[src/rtl/control_unit_if.sv]
// Signal bundle between the microsequencer and its surroundings: start/opcode/flag
// inputs toward the sequencer and the control word / halt status coming back.
interface control_unit_if #(
    parameter int unsigned CW_WIDTH = 25,
    parameter int unsigned OP_WIDTH = 8
);
    logic                start;
    logic [OP_WIDTH-1:0] ir_in;
    logic                acc_neg;
    logic [CW_WIDTH-1:0] control;
    logic                halted;

    // Sequencer side: drives the control word bus
    modport master (
        input  start,
        input  ir_in,
        input  acc_neg,
        output control,
        output halted
    );

    // Datapath / environment side
    modport slave (
        output start,
        output ir_in,
        output acc_neg,
        input  control,
        input  halted
    );
endinterface

[src/rtl/control_unit.sv]
// Moore microsequencer: fetch opcode, load IR, decode, fetch operand address,
// execute, repeat. The control word is registered together with the state.
module control_unit (
    input  logic          clk,
    input  logic          rst_n,
    control_unit_if.master bus
);
    localparam int unsigned CW_WIDTH = 25;
    localparam int unsigned OP_WIDTH = 8;

    // Control word bit positions
    localparam int unsigned C_PC_INC   = 0;
    localparam int unsigned C_PC_MBR   = 1;
    localparam int unsigned C_MAR_PC   = 2;
    localparam int unsigned C_MBR_MEM  = 3;
    localparam int unsigned C_MEM_MBR  = 4;
    localparam int unsigned C_MAR_MBR  = 5;
    localparam int unsigned C_BR_MBR   = 6;
    localparam int unsigned C_ACC_ADD  = 8;
    localparam int unsigned C_ACC_SUB  = 9;
    localparam int unsigned C_MBR_ACC  = 10;
    localparam int unsigned C_IR_MBR   = 11;
    localparam int unsigned C_ACC_AND  = 12;
    localparam int unsigned C_ACC_OR   = 13;
    localparam int unsigned C_ACC_NOT  = 14;
    localparam int unsigned C_ACC_SHL  = 15;
    localparam int unsigned C_ACC_SHR  = 16;
    localparam int unsigned C_ACC_BR   = 17;
    localparam int unsigned C_HALT     = 18;

    localparam logic [OP_WIDTH-1:0] OP_LOAD   = OP_WIDTH'(8'h01);
    localparam logic [OP_WIDTH-1:0] OP_STORE  = OP_WIDTH'(8'h02);
    localparam logic [OP_WIDTH-1:0] OP_ADD    = OP_WIDTH'(8'h03);
    localparam logic [OP_WIDTH-1:0] OP_SUB    = OP_WIDTH'(8'h04);
    localparam logic [OP_WIDTH-1:0] OP_JMPGEZ = OP_WIDTH'(8'h05);
    localparam logic [OP_WIDTH-1:0] OP_JMP    = OP_WIDTH'(8'h06);
    localparam logic [OP_WIDTH-1:0] OP_HALT   = OP_WIDTH'(8'h07);
    localparam logic [OP_WIDTH-1:0] OP_AND    = OP_WIDTH'(8'h08);
    localparam logic [OP_WIDTH-1:0] OP_OR     = OP_WIDTH'(8'h09);
    localparam logic [OP_WIDTH-1:0] OP_NOT    = OP_WIDTH'(8'h0A);
    localparam logic [OP_WIDTH-1:0] OP_SHL    = OP_WIDTH'(8'h0B);
    localparam logic [OP_WIDTH-1:0] OP_SHR    = OP_WIDTH'(8'h0C);

    typedef enum logic [3:0] {
        S_IDLE, S_F0, S_F1, S_F2, S_DEC,
        S_OP0, S_OP1, S_OP2,
        S_EX0, S_EX1, S_EX2, S_EXU, S_HALT
    } state_t;

    state_t              state;
    state_t              state_nxt;
    logic [OP_WIDTH-1:0] op_q;
    logic [OP_WIDTH-1:0] op_sel;
    logic [CW_WIDTH-1:0] control;
    logic                halted;

    // Successor state; op is the live opcode in DEC and the latched one afterwards
    function automatic state_t next_state(input state_t s, input logic start,
                                          input logic [OP_WIDTH-1:0] op);
        state_t n;
        n = S_IDLE;
        case (s)
            S_IDLE: n = start ? S_F0 : S_IDLE;
            S_F0:   n = S_F1;
            S_F1:   n = S_F2;
            S_F2:   n = S_DEC;
            S_DEC: begin
                case (op)
                    OP_HALT:                  n = S_HALT;
                    OP_NOT, OP_SHL, OP_SHR:   n = S_EXU;
                    OP_LOAD, OP_STORE, OP_ADD, OP_SUB,
                    OP_JMPGEZ, OP_JMP, OP_AND, OP_OR:
                                              n = S_OP0;
                    default:                  n = S_F0;
                endcase
            end
            S_OP0:  n = S_OP1;
            S_OP1:  n = S_OP2;
            S_OP2:  n = (op == OP_JMP || op == OP_JMPGEZ) ? S_F0 : S_EX0;
            S_EX0:  n = S_EX1;
            S_EX1:  n = (op == OP_STORE) ? S_F0 : S_EX2;
            S_EX2:  n = S_F0;
            S_EXU:  n = S_F0;
            S_HALT: n = S_HALT;
            default: n = S_IDLE;
        endcase
        return n;
    endfunction

    // Control word asserted while sitting in state s
    function automatic logic [CW_WIDTH-1:0] cw_for(input state_t s,
                                                   input logic [OP_WIDTH-1:0] op,
                                                   input logic neg);
        logic [CW_WIDTH-1:0] cw;
        cw = '0;
        case (s)
            S_F0, S_OP0: cw[C_MAR_PC] = 1'b1;
            S_F1, S_OP1: begin
                cw[C_MBR_MEM] = 1'b1;
                cw[C_PC_INC]  = 1'b1;
            end
            S_F2:  cw[C_IR_MBR] = 1'b1;
            S_OP2: begin
                if (op == OP_JMP)         cw[C_PC_MBR]  = 1'b1;
                else if (op == OP_JMPGEZ) cw[C_PC_MBR]  = ~neg;
                else                      cw[C_MAR_MBR] = 1'b1;
            end
            S_EX0: begin
                if (op == OP_STORE) cw[C_MBR_ACC] = 1'b1;
                else                cw[C_MBR_MEM] = 1'b1;
            end
            S_EX1: begin
                if (op == OP_STORE) cw[C_MEM_MBR] = 1'b1;
                else                cw[C_BR_MBR]  = 1'b1;
            end
            S_EX2: begin
                case (op)
                    OP_LOAD: cw[C_ACC_BR]  = 1'b1;
                    OP_ADD:  cw[C_ACC_ADD] = 1'b1;
                    OP_SUB:  cw[C_ACC_SUB] = 1'b1;
                    OP_AND:  cw[C_ACC_AND] = 1'b1;
                    OP_OR:   cw[C_ACC_OR]  = 1'b1;
                    default: cw = '0;
                endcase
            end
            S_EXU: begin
                case (op)
                    OP_NOT:  cw[C_ACC_NOT] = 1'b1;
                    OP_SHL:  cw[C_ACC_SHL] = 1'b1;
                    OP_SHR:  cw[C_ACC_SHR] = 1'b1;
                    default: cw = '0;
                endcase
            end
            S_HALT:  cw[C_HALT] = 1'b1;
            default: cw = '0;
        endcase
        return cw;
    endfunction

    assign op_sel    = (state == S_DEC) ? bus.ir_in : op_q;
    assign state_nxt = next_state(state, bus.start, op_sel);

    // Control/halted are loaded with the value belonging to the state being entered,
    // so they remain a pure function of the state register. The JMPGEZ flag is
    // captured on the edge that enters OP2.
    always_ff @(posedge clk or negedge rst_n) begin
        if (!rst_n) begin
            state   <= S_IDLE;
            op_q    <= '0;
            control <= '0;
            halted  <= 1'b0;
        end else begin
            state   <= state_nxt;
            control <= cw_for(state_nxt, op_sel, bus.acc_neg);
            halted  <= (state_nxt == S_HALT);
            if (state == S_DEC) begin
                op_q <= bus.ir_in;
            end
        end
    end

    assign bus.control = control;
    assign bus.halted  = halted;
endmodule

[src/flat_wrapper.sv]
// flat-port wrapper written by rule: the top's interface ports become plain ports
module control_unit_flat 
  (clk, rst_n, bus_start, bus_ir_in, bus_acc_neg, bus_control, bus_halted);
  control_unit_if bus_i ();
  input  logic clk;
  input  logic rst_n;
  input wire logic [$bits(bus_i.start)-1:0] bus_start;
  input wire logic [$bits(bus_i.ir_in)-1:0] bus_ir_in;
  input wire logic [$bits(bus_i.acc_neg)-1:0] bus_acc_neg;
  output wire logic [$bits(bus_i.control)-1:0] bus_control;
  output wire logic [$bits(bus_i.halted)-1:0] bus_halted;
  assign bus_i.start = bus_start;
  assign bus_i.ir_in = bus_ir_in;
  assign bus_i.acc_neg = bus_acc_neg;
  assign bus_control = bus_i.control;
  assign bus_halted = bus_i.halted;
  control_unit u_core (.clk(clk), .rst_n(rst_n), .bus(bus_i));
endmodule
[config.mk]
export PLATFORM = sky130hd
export DESIGN_NAME = control_unit_flat
export DESIGN_NICKNAME = d
export VERILOG_FILES = /design/src/rtl/control_unit_if.sv /design/src/rtl/control_unit.sv /design/src/flat_wrapper.sv
export SDC_FILE = /design/constraint.sdc
export NUM_CORES = 1
export LEC_CHECK = 0
export CORE_UTILIZATION = 49
export DETAILED_ROUTE_END_ITERATION = 6
export PLACE_DENSITY = 0.79
export REMOVE_ABC_BUFFERS = 1
export SYNTH_ARGS = -nofsm -noshare
export SYNTH_HDL_FRONTEND = slang
export SYNTH_SLANG_ARGS = --single-unit
[constraint.sdc]
create_clock -name clk -period 2.5 [get_ports clk]
set_input_delay 0.625 -clock clk [delete_from_list [all_inputs] [get_ports clk]]
set_output_delay 0.625 -clock clk [all_outputs]
set_load 0.005 [all_outputs]
Word level (Yosys, flattened, before mapping) --
Memories as Yosys holds them, arrays and structs flattened. Index checks and enable logic that the tools add are counted.
Storage, ports and cells: register bits 32, bits in read-only memories 64, bits of input ports 12, output and inout bits 26, logic and storage cells 78, memories 1
Memories:
- (no name shown) | words 16, width 4, rd ports 1, clocked after memory_dff 0, wr ports 0, RTL line control_unit.sv:68 | case (op)
Cells by class: equal/unequal tests 34, multiplexer cells 32, bitwise operators 1, reduce and logical (&&, ||, !) cells 6
Operators by type and width (count):
- one-hot mux 4 bit (12 select lines) | 1
- equality test 4 bit (second input constant) | 10
- equality test 8 x 4 -> 1 bit (second input constant) | 5
- equality test 4 x 3 -> 1 bit (second input constant) | 7
- equality test 8 x 3 -> 1 bit (second input constant) | 3
- 2-to-1 mux 1 bit | 24
- equality test 4 x 2 -> 1 bit (second input constant) | 4
- equality test 8 x 2 -> 1 bit (second input constant) | 2
- 2-to-1 mux 4 bit | 3
- one-hot mux 6 bit (2 select lines) | 1
- equality test 4 x 1 -> 1 bit (second input constant) | 2
- equality test 8 x 1 -> 1 bit (second input constant) | 1
- zero test 4 bit | 2
- 2-to-1 mux 8 bit | 1
- OR reduction 2 bit | 3
- 2-to-1 mux 3 bit | 1
- one-hot mux 1 bit (2 select lines) | 1
- logical OR 1 bit | 1
- NOT 1 bit | 1

Depth between registers and ports, before layout --
Gate-level depths: netlist of the first run.
word-level depth 9, mapped depth 8, gate-level depth less buffers 5

Least setup slack after synthesis of the first run --
No wires, ideal clock.
path type input to register, start point in bus_ir_in[0], end point reg u_core.control[2] (netlist: u_core.bus.control[2]), setup time 120 ps, data arrival time 1989 ps, required time 2380 ps, slack 391 ps, stages 6, buffers on the path 1, path through clkbuf_1 > or3b_2 > mux2i_1 > o2111ai_2 > a21boi_1 > and4_1
Between the ends: cells in the longest elaborated chain, start to end 8, elaborated cells between the ends (all ways) 14, those cells by class eq/ne (5); mux (6); reduce/logical (2); memory (1)
RTL lines:
- from (decl) | RTL line flat_wrapper.sv:8 | input wire logic [$bits(bus_i.ir_in)-1:0] bus_ir_in;
- 2-to-1 mux 8 bit (*) | RTL line control_unit.sv:140 | assign op_sel = (state == S_DEC) ? bus.ir_in : op_q;
- branches (longest 3 deep; another with memory read (16 x 4 bit))
- one-hot mux 4 bit (12 select lines) (*) | RTL line control_unit.sv:62 | case (s)
- equality test 4 x 1 -> 1 bit or equality test 4 x 3 -> 1 bit (tied branches) | RTL line control_unit.sv:96 | case (s)
- OR reduction 2 bit (*) | RTL line control_unit.sv:96
- 2-to-1 mux 1 bit (*)
- to (signal assigned) | RTL line control_unit.sv:154 | control <= cw_for(state_nxt, op_sel, bus.acc_neg);
- to (decl) | RTL line control_unit.sv:54 | logic [CW_WIDTH-1:0] control;
Every way passes the cells marked *.

Final worst setup path of the first run --
start point reg u_core.state[1], end point reg u_core.control[2] (netlist: u_core.bus.control[2])
Between the ends: cells in the longest elaborated chain, start to end 9, elaborated cells between the ends (all ways) 29, those cells by class eq/ne (17); mux (6); reduce/logical (5); memory (1)
RTL lines:
- from (decl) | RTL line control_unit.sv:50 | state_t state;
- from (signal assigned) | RTL line control_unit.sv:153 | state <= state_nxt;
- branches (longest 5 deep; another with memory read (16 x 4 bit))
- one-hot mux 4 bit (12 select lines) (*) | RTL line control_unit.sv:62
- equality test 4 x 1 -> 1 bit or equality test 4 x 3 -> 1 bit (tied branches) | RTL line control_unit.sv:96
- OR reduction 2 bit (*) | RTL line control_unit.sv:96
- 2-to-1 mux 1 bit (*)
Marked as above.

==> impl_results.md, run 1 <==
* Status: completed
* Detailed Route WL at 3.53 mm
* Syn_area_per_cell at 9.75 um2
* Number of fillers in the final layout at 264
* H-tree levels at 2
* Clock skew at 0.0117 ns
* Compound-cell area share of the yosys netlist at 13.4%
* Crit-path cells: nor4b_4 > mux2i_1 > o2111ai_2 > a21boi_1 > and4_1
* Crit path arrival time at 2.51 ns
* WHS Path Cells at 2
* Post-CTS setup buffer count at 0
* Final setup viols at 0
* Post-synth EDFFs at 0
* CTS tree: done
* Area Overhead vs Synth at 25.1%
* GR peak layer: met2
* Placed Area at 2000 um2
* Ys async rst share at 100%
* Nets at 220
* Reg-to-reg endpoint: u_core.bus.control[2]$_DFF_PN0_
* Final GP Congestion at 0.868
* P_leak at 0.886 nW
* Port bufs at 30
* Synthesized-area fraction occupied by adder cells at 0%
* RSZ-0062 raised after global routing: no
* Met1 global-route usage at 29.3%
* DR pass1 iterations at 4
* Setup WS post-layout at 0.268 ns
* Vias in the first global route at 1300
* Min-Delay Startpoint: u_core.op_q[5]$_DFF_PN0_
* Max clock buf depth at 2
* Met2 Use GR at 35.7%
* Initial Util at 52.8%
* Cell variety after synth at 51
* Measured slew at the worst slew-check pin at 0.550 ns
* Crit end category: register
* Die W at 59.8 um
* Seq. cell area at 751 um2
* Xor and xnor area share after synthesis at 1.60%
* DR vias at 1395
* Clock Latency Late Sink at 0.34 ns
* FMAX at 448 MHz
* Mux contribution to synthesized area at 0.611%
* Setup TNS at 0 ns
* R2R depth at 5
* Synth Flop Type: dfrtp_1
* HPWL Detailed at 2.67 mm
* R2r setup slk at 0.27 ns
* Minimum clock period at 2.23 ns
* Worst Path Required at 2.78 ns
* Mapped Area at 1640 um2
* Yosys reg bits at 30
* Post-synthesis sequential area ratio at 45.8%
* Post-layout util at 66.0%
* Inserted Clock Buffers at 5
* First-pass GRT wire length at 6.00 mm
* ANT nets after route at 0
* Drt drc at 0
* Max-cap violation count at 0
* Period utilisation layout at 89.3%
* # hold bufs at CTS at 0
* Floorplan core area at 3100 um2
* Die Y at 59.8 um
* Boundary Pins at 38
* Post-Syn Instances at 168
* Detailed Route Iter0 Violations at 69
* Simple-gate share of the synthesized area at 29.2%
* Hold Crit Endpoint: u_core.op_q[5]$_DFF_PN0_
* All-Layer GR Usage at 22.8%
* Setup CP Type: register to register
* Met3 Usage GRT at 6.28%
* Commonest cells after routing, fill and taps aside: nand2_1, clkdlybuf4s50_1, dfrtp_1
* Site Rows at 20
* Post-cts sizing count at 0
* Synth warn at 0
* N_diodes at 0
* Largest family of logic cells by synthesized area: simple AND/OR/NAND/NOR gates
* Clk slew on worst S/H paths at 0.10 ns
* Clock root buffer: clkbuf_4
* Worst r2r src: u_core.state[1]$_DFF_PN0_
* Final Max Slew Viols at 0
* Startpoint Class: register
* Multi-input logic area at 759 um2
* Initial antenna violation count at 0
* Max-slew headroom at 63.2%
* Crit path max fanout at 10
* Tightest Hold Check Type: register to register
* Cell Pwr Density at 876 nW/um2
* Final Cell Area at 2050 um2
* Layout cell share with drive strength beyond 1 at 17.3%
* Clk sink count at 30
* Largest net degree at the start of global routing at 31
* Die area at 3580 um2
* IR drop worst, VDD at 0.000501 V
* Wire per inst at 14.0 um
* Worst hold slack at 0.510 ns
* DP Worst Slack at -0.0288 ns
* DR vias/cell at 5.54
* Fin. Hold Viols at 0
* CP max-delay cell: nor4b_4
* Slowest stage delay, CP at 0.60 ns
* Global route overflow at 0
## logic make-up after synthesis
logic type      after synthesis
compound gates               28
xor+xnor                      3
buf+inv                      23
flops                        30
mux                           1
other cells                   1
simple gates                 82
## synthesized netlist by cell type (2+ instances only)
cell,n,area (um2)
or3b_2,2,17.5
nand3_1,3,15.0
buf_4,9,67.6
o21ai_0,4,20.0
nand2b_1,4,25.0
dfrtp_1,30,751
clkbuf_1,4,15.0
a21o_1,2,15.0
nand2_1,30,113
a211oi_1,2,15.0
or3_1,2,12.5
a2111oi_2,2,30.0
nor2b_1,2,12.5
buf_6,2,22.5
nor3b_1,5,37.5
a21oi_1,2,10.0
a21boi_1,2,15.0
xor2_1,2,17.5
nor2_1,9,33.8
or4_1,3,22.5
buf_2,3,15.0
nor3_1,7,35.0
inv_1,4,15.0
nand4_1,2,12.5
o21bai_1,2,15.0
a31oi_1,4,25.0
## routing by layer
layer	wire, um	part of all wire [%]	vias up
li1	-	-	657
met1	1500	43	657
met2	1730	49	72
met3	227	6.4	9
met4	66	1.9	0
met5	0	0	-
## worst max-delay path by stage
stage | to | depth (start not counted) | slack (ns) | startpoint
5_1_grt | u_core.bus.control[1]$_DFF_PN0_ | 5 | 0.11 | u_core.state[1]$_DFF_PN0_
3_5_place_dp | u_core.bus.control[2]$_DFF_PN0_ | 6 | -0.03 | bus_ir_in[2]
4_1_cts | u_core.bus.control[2]$_DFF_PN0_ | 5 | 0.27 | u_core.state[1]$_DFF_PN0_
2_1_floorplan | u_core.bus.control[1]$_DFF_PN0_ | 5 | 0.15 | u_core.state[0]$_DFF_PN0_
3_3_place_gp | u_core.bus.control[1]$_DFF_PN0_ | 6 | -0.0007 | bus_ir_in[5]
6_report | u_core.bus.control[2]$_DFF_PN0_ | 5 | 0.27 | u_core.state[1]$_DFF_PN0_
## flip-flops by register name, summed over array words and instances, names as in the netlist
name,count
u_core.bus.control,18
u_core.op_q,8
u_core.state,4
## worst max-delay path: cells and delay by family (launching register included)
kind | cells | cell delay, ns
multiplexers | 1 | 0.17
flip-flops | 1 | 0.52
AO/OA/AOI/OAI | 2 | 0.64
AND/OR/NAND/NOR | 2 | 0.85
## where the power goes
group	internal [mW]	total (mW)	switching [mW]	leakage [nW]
Sequential	0.619	0.777	0.158	0.396
Clock	0.101	0.261	0.160	0.0308
Combinational	0.371	0.756	0.385	0.459
## area by class of cell
cell class	instances	share of cell area, %
inverters	4	0.733
flip-flops and latches	30	36.7
repair buffers	46	20.5
clock inverters	2	0.489
well taps	44	2.69
clock buffers	5	1.83
multi-input cells	121	37.1
## through the flow
step,power [mW],std cells
final,1.79,252
after global routing,1.93,252
after CTS,1.79,252
after detailed placement,1.53,245
after global placement,1.49,245
after floorplan,1.23,155
Power figures use the tool's default switching activity.
==> run 2: changes to the inputs <==
SETUP_SLACK_MARGIN = 0.05   (was default)
==> results of run 2 <==
Same layout as run 1: the final DEF is identical, and so are final timing and power.
